### src/rtl/ro_pair_compare.sv
// ro_pair_compare: gates an RO pair on, counts edges of each over a fixed window, emits the comparison bit.
module ro_pair_compare #(
  parameter int CNT_W  = 16,
  parameter int WINDOW = 1024,
  parameter int SETTLE = 16
) (
  input  logic             clk,
  input  logic             rst,
  input  logic             start,
  input  logic             ro_a,
  input  logic             ro_b,
  output logic             ro_en,
  output logic             ro_release,
  output logic             busy,
  output logic             done,
  output logic             resp,
  output logic             tie,
  output logic [CNT_W-1:0] cnt_a,
  output logic [CNT_W-1:0] cnt_b,
  output logic             sat
);
  localparam int MX = WINDOW > SETTLE ? WINDOW : SETTLE;
  localparam int TW = $clog2(MX + 1);
  localparam logic [CNT_W-1:0] CMAX = '1;
  typedef enum logic [2:0] {S_IDLE, S_SETTLE, S_COUNT, S_DRAIN, S_DONE} state_t;
  state_t state;
  logic [TW-1:0] tmr;
  logic [2:0] sa, sb;
  logic [CNT_W-1:0] ca, cb;
  logic edge_a, edge_b;
  // bit 0/1 form the synchronizer, bit 2 is the delayed copy for edge detection
  assign edge_a = sa[1] & ~sa[2];
  assign edge_b = sb[1] & ~sb[2];
  assign ro_release = ro_en;
  always_ff @(posedge clk) begin
    if (rst) begin
      state <= S_IDLE;
      tmr   <= '0;
      sa    <= '0;
      sb    <= '0;
      ca    <= '0;
      cb    <= '0;
      ro_en <= 1'b0;
      busy  <= 1'b0;
      done  <= 1'b0;
      resp  <= 1'b0;
      tie   <= 1'b0;
      sat   <= 1'b0;
      cnt_a <= '0;
      cnt_b <= '0;
    end else begin
      sa   <= {sa[1:0], ro_a};
      sb   <= {sb[1:0], ro_b};
      done <= 1'b0;
      case (state)
        S_IDLE: if (start) begin
          state <= S_SETTLE;
          tmr   <= TW'(SETTLE - 1);
          ro_en <= 1'b1;
          busy  <= 1'b1;
          ca    <= '0;
          cb    <= '0;
        end
        S_SETTLE: begin
          state <= tmr == '0 ? S_COUNT : S_SETTLE;
          tmr   <= tmr == '0 ? TW'(WINDOW - 1) : tmr - 1'b1;
        end
        S_COUNT: begin
          if (edge_a && ca != CMAX) ca <= ca + 1'b1;
          if (edge_b && cb != CMAX) cb <= cb + 1'b1;
          state <= tmr == '0 ? S_DRAIN : S_COUNT;
          tmr   <= tmr == '0 ? TW'(1) : tmr - 1'b1;
          ro_en <= tmr != '0;
        end
        S_DRAIN: if (tmr == '0) begin
          state <= S_DONE;
          done  <= 1'b1;
          cnt_a <= ca;
          cnt_b <= cb;
          resp  <= ca > cb;
          tie   <= ca == cb;
          sat   <= (ca == CMAX) | (cb == CMAX);
        end else tmr <= tmr - 1'b1;
        S_DONE: begin
          state <= S_IDLE;
          busy  <= 1'b0;
        end
        default: state <= S_IDLE;
      endcase
    end
  end
endmodule

### config.mk
export PLATFORM = sky130hd
export DESIGN_NAME = ro_pair_compare
export DESIGN_NICKNAME = d
export VERILOG_FILES = /design/src/rtl/ro_pair_compare.sv
export SDC_FILE = /design/constraint.sdc
export NUM_CORES = 1
export LEC_CHECK = 0
export CAP_MARGIN = 20
export CORE_MARGIN = 1
export CORE_UTILIZATION = 53
export CTS_BUF_LIST = sky130_fd_sc_hd__clkbuf_4 sky130_fd_sc_hd__clkbuf_8
export DETAILED_ROUTE_END_ITERATION = 8
export PLACE_DENSITY = 0.88
export SYNTH_ARGS = -nofsm -noshare
export SYNTH_HDL_FRONTEND = slang
export SYNTH_SLANG_ARGS = --single-unit
export TNS_END_PERCENT = 100
### constraint.sdc
create_clock -name clk -period 1.9 [get_ports clk]
set_input_delay 0.38 -clock clk [delete_from_list [all_inputs] [get_ports clk]]
set_output_delay 0.38 -clock clk [all_outputs]
set_load 0.02 [all_outputs]
==> out/qor.yml <==
floorplan:
  rows: 32
  coreArea_um2: 7850
  start_util_pct: 55.8
  die_h_um: 92.9
  dieArea_um2: 8640
  ios: 44
  die_x_um: 92.9
worst_setup_path:
  cp_top_family: "simple AND/OR/NAND/NOR gates"
  cp_data_arrival_time_ns: 2.26
  crit_required_ns: 2.21
  path_cells: "inv_1 -> ha_1 -> nand4_1 -> nor3_2 -> a21boi_4 -> nor4_4 -> buf_4 -> o21ai_1"
  end_kind: "flop"
  r2r_setup_slack_ns: -0.05
  cp-start-kind: "flop"
  crit_buf_inv: 2
  crit_path_top_delay_cell: "dfxtp_2"
  cp_slowest_stage_delay_ns: 0.37
  timing.rr.end: "resp$_SDFFE_PP0P_"
  reg2reg_depth: 8
  worstPathMaxFanout: 4
  r2r_start: "cb[15]$_SDFFE_PP0P_"
  setup.worst_path.class: "flop to flop"
synthesis:
  synth_largest_area_cell: "dfxtp_1"
  yosys_warnings: 0
  async_flop_share_pct: 0
  syn_inst: 528
  synth_cell_type_count: 64
  yosys-top-cells-area: "dfxtp_1 41%, nand2_1 8.1%, a21oi_1 6.3%, ha_1 5.7%, nor2_1 3.4%"
  ys_seq_area_share_pct: 41.1
  synth_fp_nets: 553
  synth_top_family_by_area: "simple AND/OR/NAND/NOR gates"
  muxShareOfSynthArea_pct: 0.228
  synth_seq_cells: 90
  synthAdderAreaFrac_pct: 5.71
  synth.avg_cell_area_um2: 8.30
  synth_compound_area_share_pct: 17.9
  yosysTopAreaCellShare_pct: 41.1
  synth.most_common_cell: "nand2_1"
  synth_ff_type: "dfxtp_1"
  synth-xor-area-share_pct: 3.20
  synth_area_um2: 4380
  synthTopCellsByCount: "94 x nand2_1, 90 x dfxtp_1, 55 x a21oi_1, 40 x nor2_1, 27 x nand3_1"
  yosys.area_share.simple_pct: 27.5
  synth_enable_flop_cells: 0
grt:
  grtUsageMet3_pct: 4.68
  grt_overflow_total: 0
  busiest_layer: "met2"
  gr-usage-met2_pct: 47.7
  grt_max_degree: 24
  met1_usage_pct: 32.7
  gr-usage-all-layers_pct: 28.0
  antenna_found_initial: 0
  grt_pass1_vias: 4202
  grt_pass1_wl_mm: 19.2
cts:
  cts_made_buffers: 9
  clk_latency_ns: 0.38
  ctsHoldBuffers: 0
  cts_tree: "done"
  cts.sinks: 90
  clockRootBuffer: "clkbuf_8"
  clkSlewWorstSetupHoldPaths_ns: 0.10
  htreeDepth: 3
  cts.path.max_buffers: 2
cells_and_area:
  multi_input_area_um2: 2570
  drive_above_1_share_pct: 24.5
  final_core_util_pct: 74.5
  area_delta_synth_final_pct: 33.5
  finalNonFillerCells: 743
  seqCellArea_um2: 1820
  nFillCells: 537
  fin_nets: 661
  antennaDiodeCount: 0
power_and_ir_drop:
  powerDensity_nw_per_um2: 753
  p_leak_nw: 2.14
  irDropWorstVdd_mv: 0.639
drt:
  wl_per_cell_um: 17.2
  via_count: 4586
  routed_wl_mm: 12.8
  drtIter0Drc: 354
  drcViolationCount: 0
  ant_nets: 0
  post_drt_via_cell_ratio: 6.17
  first_pass_iters: 5
sta:
  fin_setup_tns_ns: -0.0863
  timing.final.crit_share_pct: 103
  setup_viol: 3
  hold_viol_final: 0
  max_slew_margin_pct: 57.0
  fmax_mhz: 513
  worst_slack_ns: -0.0505
  tightest_slew_ns: 0.628
  skew_ns: 0.0116
  finalCriticalPeriod_ns: 1.95
  slew_violations: 0
  rsz0062_at_grt: "true"
place:
  dp_cells: 712
  place.port_buffers: 43
  gp_congestion: 0.976
  place.detailed.hpwl_mm: 8.49
run_status:
  outcome: "finished, violations left"
  violations: "setup timing"
flow_run:
  cap_violations: 0
hold_path:
  holdPathEnd: "tmr[0]$_SDFFE_PP0P_"
  hold_depth: 2
  min_path_type: "input pin to flop"
  min-delay-start: "rst"
[layout make-up]
| cell class | instances | area share (%) |
|---|---|---|
| clock buffers | 9 | 2.12 |
| flip-flops and latches | 90 | 31.0 |
| well taps | 102 | 2.18 |
| repair buffers | 120 | 17.6 |
| multi-input cells | 394 | 44.0 |
| clock inverters | 7 | 1.71 |
| inverters | 21 | 1.35 |
[state kept, by name, indices dropped and copies added, names as in the netlist, 3 cells and up]
signal,flops
cb,16
cnt_b,16
sb,3
tmr,11
ca,16
sa,3
state,3
cnt_a,16
[cell usage in the layout (no fill, tap or decap), types with 4 or more instances in the layout]
cell type / netlist / final
or3_1: 6 / 5
clkbuf_8: 0 / 9
ha_1: 20 / 19
clkdlybuf4s50_1: 0 / 42
nor3_2: 6 / 5
nor3_1: 8 / 7
o211ai_1: 5 / 5
nor4_1: 6 / 4
a211oi_1: 8 / 6
or4_1: 5 / 5
xnor2_1: 14 / 14
a31oi_1: 5 / 5
nor2b_1: 8 / 7
dfxtp_1: 90 / 79
inv_1: 20 / 18
o21ai_0: 12 / 10
nand2_1: 94 / 93
dfxtp_2: 0 / 11
a21oi_2: 0 / 8
nand4_1: 7 / 7
nor2_1: 40 / 39
nand3_1: 27 / 26
buf_6: 1 / 5
and4_1: 5 / 4
a21oi_1: 55 / 47
buf_4: 1 / 71
[what timing repair did]
| item | in CTS | in global routing |
|---|---|---|
| endpoints found under the setup margin | 38 | 53 |
| buffers inserted | 6 | 10 |
| hold endpoints to repair | 0 | 0 |
| resized for setup | 20 | 43 |
| pin swaps | 2 | 10 |
| cloned | 2 | 0 |
[metal layers]
layer | wire length [um] | part of all wire (%)
met4 | 745 | 5.8
met3 | 1030 | 8.1
met2 | 6180 | 48
met1 | 4840 | 38
met5 | 0 | 0
[power by group]
| group | leakage, nW | internal (mW) | switching [mW] |
|---|---|---|---|
| Clock | 0.102 | 0.749 | 0.741 |
| Sequential | 0.733 | 1.95 | 0.0663 |
| Combinational | 1.31 | 0.411 | 0.484 |
[how the worst max path moves through the flow]
stage / startpoint / end / cells past startpoint
6_report: cb[15]$_SDFFE_PP0P_ / resp$_SDFFE_PP0P_ / 8
4_1_cts: tmr[1]$_SDFFE_PP0P_ / cnt_b[3]$_SDFFE_PP0P_ / 10
3_3_place_gp: start / ca[14]$_SDFFE_PP0P_ / 6
3_5_place_dp: start / ca[14]$_SDFFE_PP0P_ / 6
5_1_grt: cb[10]$_SDFFE_PP0P_ / resp$_SDFFE_PP0P_ / 8
2_1_floorplan: tmr[0]$_SDFFE_PP0P_ / resp$_SDFFE_PP0P_ / 9
[stage by stage]
step | setup WS (ns) | total power [mW] | instance area (um^2) | hold WS (ns)
after floorplan | 0.0358 | 2.53 | 4390 | 0.414
after global placement | -0.0824 | 2.79 | 5300 | 0.417
after detailed placement | -0.131 | 2.81 | 5300 | 0.446
after CTS | -0.00134 | 4.32 | 5650 | 0.393
after global routing | -0.117 | 4.56 | 5850 | 0.431
final | -0.0505 | 4.40 | 5850 | 0.409
[cells by family (layout without fill, tap and decap cells)]
kind of cell	count (synthesis)	in the layout
fa+ha+maj	20	20
xor+xnor	16	16
simple gates	236	236
flops	90	90
compound gates	121	121
buf+inv	44	157
mux	1	1
(Power assumes the default switching activity.)
